### src/rtl/control_fsm.sv
// Multicycle LC-3b control unit for the mp0 datapath.
// Moore FSM: next state is registered, control outputs decode from state.
module control_fsm (
    input  logic       clk,
    input  logic       reset,
    input  logic [3:0] opcode,
    input  logic       branch_enable,
    input  logic       mem_resp,
    output logic       load_pc,
    output logic       load_ir,
    output logic       load_regfile,
    output logic       load_mar,
    output logic       load_mdr,
    output logic       load_cc,
    output logic       pcmux_sel,
    output logic       storemux_sel,
    output logic       alumux_sel,
    output logic       regfilemux_sel,
    output logic       marmux_sel,
    output logic       mdrmux_sel,
    output logic [2:0] aluop,
    output logic       mem_read,
    output logic       mem_write,
    output logic [1:0] mem_byte_enable
);

    localparam logic [3:0] OP_BR  = 4'h0;
    localparam logic [3:0] OP_ADD = 4'h1;
    localparam logic [3:0] OP_AND = 4'h5;
    localparam logic [3:0] OP_LDR = 4'h6;
    localparam logic [3:0] OP_STR = 4'h7;
    localparam logic [3:0] OP_NOT = 4'h9;

    localparam logic [2:0] ALU_ADD  = 3'd0;
    localparam logic [2:0] ALU_AND  = 3'd1;
    localparam logic [2:0] ALU_NOT  = 3'd2;
    localparam logic [2:0] ALU_PASS = 3'd3;

    typedef enum logic [3:0] {
        FETCH1    = 4'd0,
        FETCH2    = 4'd1,
        FETCH3    = 4'd2,
        DECODE    = 4'd3,
        S_ADD     = 4'd4,
        S_AND     = 4'd5,
        S_NOT     = 4'd6,
        BR        = 4'd7,
        BR_TAKEN  = 4'd8,
        CALC_ADDR = 4'd9,
        LDR1      = 4'd10,
        LDR2      = 4'd11,
        STR1      = 4'd12,
        STR2      = 4'd13
    } state_t;

    state_t state;

    // State register; unencoded values fall back to FETCH1
    always_ff @(posedge clk) begin
        if (reset) begin
            state <= FETCH1;
        end else begin
            case (state)
                FETCH1:    state <= FETCH2;
                FETCH2:    state <= mem_resp ? FETCH3 : FETCH2;
                FETCH3:    state <= DECODE;
                DECODE: begin
                    case (opcode)
                        OP_ADD:  state <= S_ADD;
                        OP_AND:  state <= S_AND;
                        OP_NOT:  state <= S_NOT;
                        OP_BR:   state <= BR;
                        OP_LDR:  state <= CALC_ADDR;
                        OP_STR:  state <= CALC_ADDR;
                        default: state <= FETCH1;
                    endcase
                end
                S_ADD:     state <= FETCH1;
                S_AND:     state <= FETCH1;
                S_NOT:     state <= FETCH1;
                BR:        state <= branch_enable ? BR_TAKEN : FETCH1;
                BR_TAKEN:  state <= FETCH1;
                CALC_ADDR: begin
                    case (opcode)
                        OP_LDR:  state <= LDR1;
                        OP_STR:  state <= STR1;
                        default: state <= FETCH1;
                    endcase
                end
                LDR1:      state <= mem_resp ? LDR2 : LDR1;
                LDR2:      state <= FETCH1;
                STR1:      state <= STR2;
                STR2:      state <= mem_resp ? FETCH1 : STR2;
                default:   state <= FETCH1;
            endcase
        end
    end

    // Control decode; reset forces every control to its idle value
    always_comb begin
        load_pc         = 1'b0;
        load_ir         = 1'b0;
        load_regfile    = 1'b0;
        load_mar        = 1'b0;
        load_mdr        = 1'b0;
        load_cc         = 1'b0;
        pcmux_sel       = 1'b0;
        storemux_sel    = 1'b0;
        alumux_sel      = 1'b0;
        regfilemux_sel  = 1'b0;
        marmux_sel      = 1'b0;
        mdrmux_sel      = 1'b0;
        aluop           = ALU_ADD;
        mem_read        = 1'b0;
        mem_write       = 1'b0;
        mem_byte_enable = 2'b11;
        if (!reset) begin
            case (state)
                FETCH1: begin
                    marmux_sel = 1'b1;
                    load_mar   = 1'b1;
                    load_pc    = 1'b1;
                end
                FETCH2: begin
                    mdrmux_sel = 1'b1;
                    load_mdr   = 1'b1;
                    mem_read   = 1'b1;
                end
                FETCH3: load_ir = 1'b1;
                S_ADD: begin
                    aluop        = ALU_ADD;
                    load_regfile = 1'b1;
                    load_cc      = 1'b1;
                end
                S_AND: begin
                    aluop        = ALU_AND;
                    load_regfile = 1'b1;
                    load_cc      = 1'b1;
                end
                S_NOT: begin
                    aluop        = ALU_NOT;
                    load_regfile = 1'b1;
                    load_cc      = 1'b1;
                end
                BR_TAKEN: begin
                    pcmux_sel = 1'b1;
                    load_pc   = 1'b1;
                end
                CALC_ADDR: begin
                    alumux_sel = 1'b1;
                    aluop      = ALU_ADD;
                    load_mar   = 1'b1;
                end
                LDR1: begin
                    mdrmux_sel = 1'b1;
                    load_mdr   = 1'b1;
                    mem_read   = 1'b1;
                end
                LDR2: begin
                    regfilemux_sel = 1'b1;
                    load_regfile   = 1'b1;
                    load_cc        = 1'b1;
                end
                STR1: begin
                    storemux_sel = 1'b1;
                    aluop        = ALU_PASS;
                    load_mdr     = 1'b1;
                end
                STR2: mem_write = 1'b1;
                default: ;
            endcase
        end
    end

endmodule

### config.mk
export PLATFORM = sky130hd
export DESIGN_NAME = control_fsm
export DESIGN_NICKNAME = d
export VERILOG_FILES = /design/src/rtl/control_fsm.sv
export SDC_FILE = /design/constraint.sdc
export NUM_CORES = 1
export LEC_CHECK = 0
export BUFFER_PORTS_ARGS = -buffer_cell sky130_fd_sc_hd__buf_2
export CAP_MARGIN = 10
export CORE_AREA = 3 3 41 43
export CTS_BUF_LIST = sky130_fd_sc_hd__clkbuf_8
export DETAILED_ROUTE_END_ITERATION = 10
export DIE_AREA = 0 0 44 46
export PLACE_DENSITY = 0.82
export SYNTH_ARGS = -nofsm -noshare
export SYNTH_HDL_FRONTEND = slang
export SYNTH_SLANG_ARGS = --single-unit
### constraint.sdc
create_clock -name clk -period 1.5 [get_ports clk]
set_input_delay 0.075 -clock clk [delete_from_list [all_inputs] [get_ports clk]]
set_output_delay 0.075 -clock clk [all_outputs]
set_load 0.02 [all_outputs]
==> metrics.txt <==
run status finished, violations left; failing checks setup timing; Clock Latency Late Sink 0.23 ns; fill cell count 102; Congestion Overflow GR 0; number of diodes 0; Synth Instances 88; worst reg-to-reg setup slack 0.04 ns; Total Routed Length 2222 µm; Main synth FF type dfxtp_1; final net count 129; post-DR wirelength/cell 16.58 µm; Commonest cells post-synth 14 x nor2_1, 9 x a21oi_1, 7 x nand2_1; largest registers state (4); critical path peak fanout 6; Inserted Clock Buffers 3; critical path class reg2out; sequential area share after synthesis 0.1368; Synth area leader dfxtp_1; fin. max-slew vios 0; Overall Power 549.9 µW; peak supply drop 0.0004419 V; Worst R2R End state[1]$_SDFF_PP0_; final worst setup slack -0.06809 ns; DR iter-0 viols 28; asr flop ratio synth 0; fmax 637.7 MHz; area grow syn2layout 50.85%; DRT antenna net count 0; Clock Path Buffers 2; worst path required time 1.42 ns; cell with the most instances after synthesis nor2_1; path depth of the worst reg2reg path 4; Reg with most FFs state; largest net degree at the start of global routing 18; Die Span Y 46 µm; Total Routing Usage GR 0.2068; vias in the first global route 636; DRC viols 0; Warnings, synthesis 0; clk_skew 0.006440 ns; pre-CTS WS 0.06830 ns; CTS hold repair buffers 0; Clock Sinks 4; min cycle time layout 1.568 ns; Area contributors post-synth dfxtp_1 14%, nor2_1 9.0%, a21oi_1 7.7%, buf_4 7.7%, xor2_1 6.0%; post-DR vias/cell 6.015; share of layout cells above drive strength 1 0.4958; post-synthesis cell area 585.6 µm²; Clock Tree Root clkbuf_8; r2r startpoint state[1]$_SDFF_PP0_; die area 2024 µm²; htree depth 1; First-pass DRT Iterations 4; top cell type's share of synthesized area 0.1368; Initial Util 0.4390; row count 13; min-delay worst type in2reg; Core Area 1334 µm²; fin util 0.6623; number of synthesized flops with an enable pin 0; Top Ports 27; initial antenna violation count 0; crit start category register; crit path DAT 1.49 ns; max-cap viol count 0; Routability Congestion 0.8868; CTS tree done; final setup fails 1; crit path to load_mdr; syn_area_per_cell 6.654 µm²; period utilisation layout 1.045; DPL Wire Length 1342 µm; routed vias 806; Synth cell types 32; max reg flops 4; CP startpoint state[3]$_SDFF_PP0_; setup TNS -0.06809 ns; global-route wire length before repair 2987 µm; Leak 0.4055 nW; RSZ-0062 raised after global routing true; Hold Path Origin opcode[1]; #FFs+latches synth 4; Clk pin slew, worst setup/hold paths 0.03 ns; Setup crit end kind output port; IO buf count 23; pwr/cell area 622.5 nW/µm²; Fin. Hold Viols 0; die outline width 44 µm
through the flow:
step / hold WS, ns / cell area [µm²] / std cells
2_1_floorplan: 0.2613 / 610.6 / 89
3_3_place_gp: 0.3982 / 750.7 / 126
3_5_place_dp: 0.4058 / 750.7 / 126
4_1_cts: 0.1721 / 818.3 / 130
5_1_grt: 0.1951 / 883.3 / 134
6_report: 0.1923 / 883.3 / 134
power by group:
part	leakage (nW)	internal, mW	switching (mW)
sequential	0.0347	0.110	0.0114
combinational	0.349	0.0810	0.110
clock	0.0216	0.172	0.0658
total	0.406	0.363	0.187
cells by family (layout without fill, tap and decap cells):
family | count (synthesis) | count (layout) | share of synthesized area
and+or+nand+nor | 43 | 43 | 0.3975
AOI/OAI and AO/OA | 20 | 20 | 0.2179
buffers and inverters | 14 | 44 | 0.1560
xor gates and xnor gates | 4 | 4 | 0.05982
DFF | 4 | 4 | 0.1368
other | 2 | 3 | 0.01283
muxes | 1 | 1 | 0.01923
layer usage:
metal | GRT usage | routed length [µm]
met5 | 0 | 0
met4 | 0.1145 | 140
met3 | 0.08696 | 212
met2 | 0.3198 | 1052
met1 | 0.2395 | 816
how the worst min path moves through the flow:
stage	end	slack, ns	cells past startpoint
2_1_floorplan	state[2]$_SDFF_PP0_	0.26	2
3_3_place_gp	state[2]$_SDFF_PP0_	0.40	3
3_5_place_dp	state[2]$_SDFF_PP0_	0.41	3
4_1_cts	state[2]$_SDFF_PP0_	0.17	3
5_1_grt	state[2]$_SDFF_PP0_	0.20	3
6_report	state[2]$_SDFF_PP0_	0.19	3
layout by cell type, fill, tap and decap left out, drive strengths merged, types with 3 or more instances in the layout:
master / netlist / routed
nor4: 3 / 3
nor2: 14 / 14
dfxtp: 4 / 4
clkbuf: 4 / 3
conb: 2 / 3
nor2b: 3 / 3
xor2: 4 / 4
buf: 10 / 41
nand2: 7 / 7
nor3: 3 / 3
a21oi: 10 / 10
nand2b: 3 / 3
layout make-up:
class / count / area [µm²] / share of cell area
Clock buffer: 3 / 41.29 / 0.04674
Multi-Input combinational cell: 71 / 469.2 / 0.5312
Sequential cell: 4 / 91.34 / 0.1034
Tap cell: 15 / 18.77 / 0.02125
Timing Repair Buffer: 41 / 262.8 / 0.2975
worst max-delay path, cell delays in order (launching register included):
cell     delay [ns]
dfxtp_4        0.37
buf_6          0.13
nand2_2        0.05
nor2_2         0.11
a21oi_2        0.06
o32ai_2        0.34
buf_4          0.21
what timing repair did:
item	CTS	global route
setup buffers	2	4
hold endpoints to repair	0	0
cloned	0	0
pin swaps	2	2
endpoints found under the setup margin	7	10
resized for setup	8	9
(Power assumes the default switching activity.)
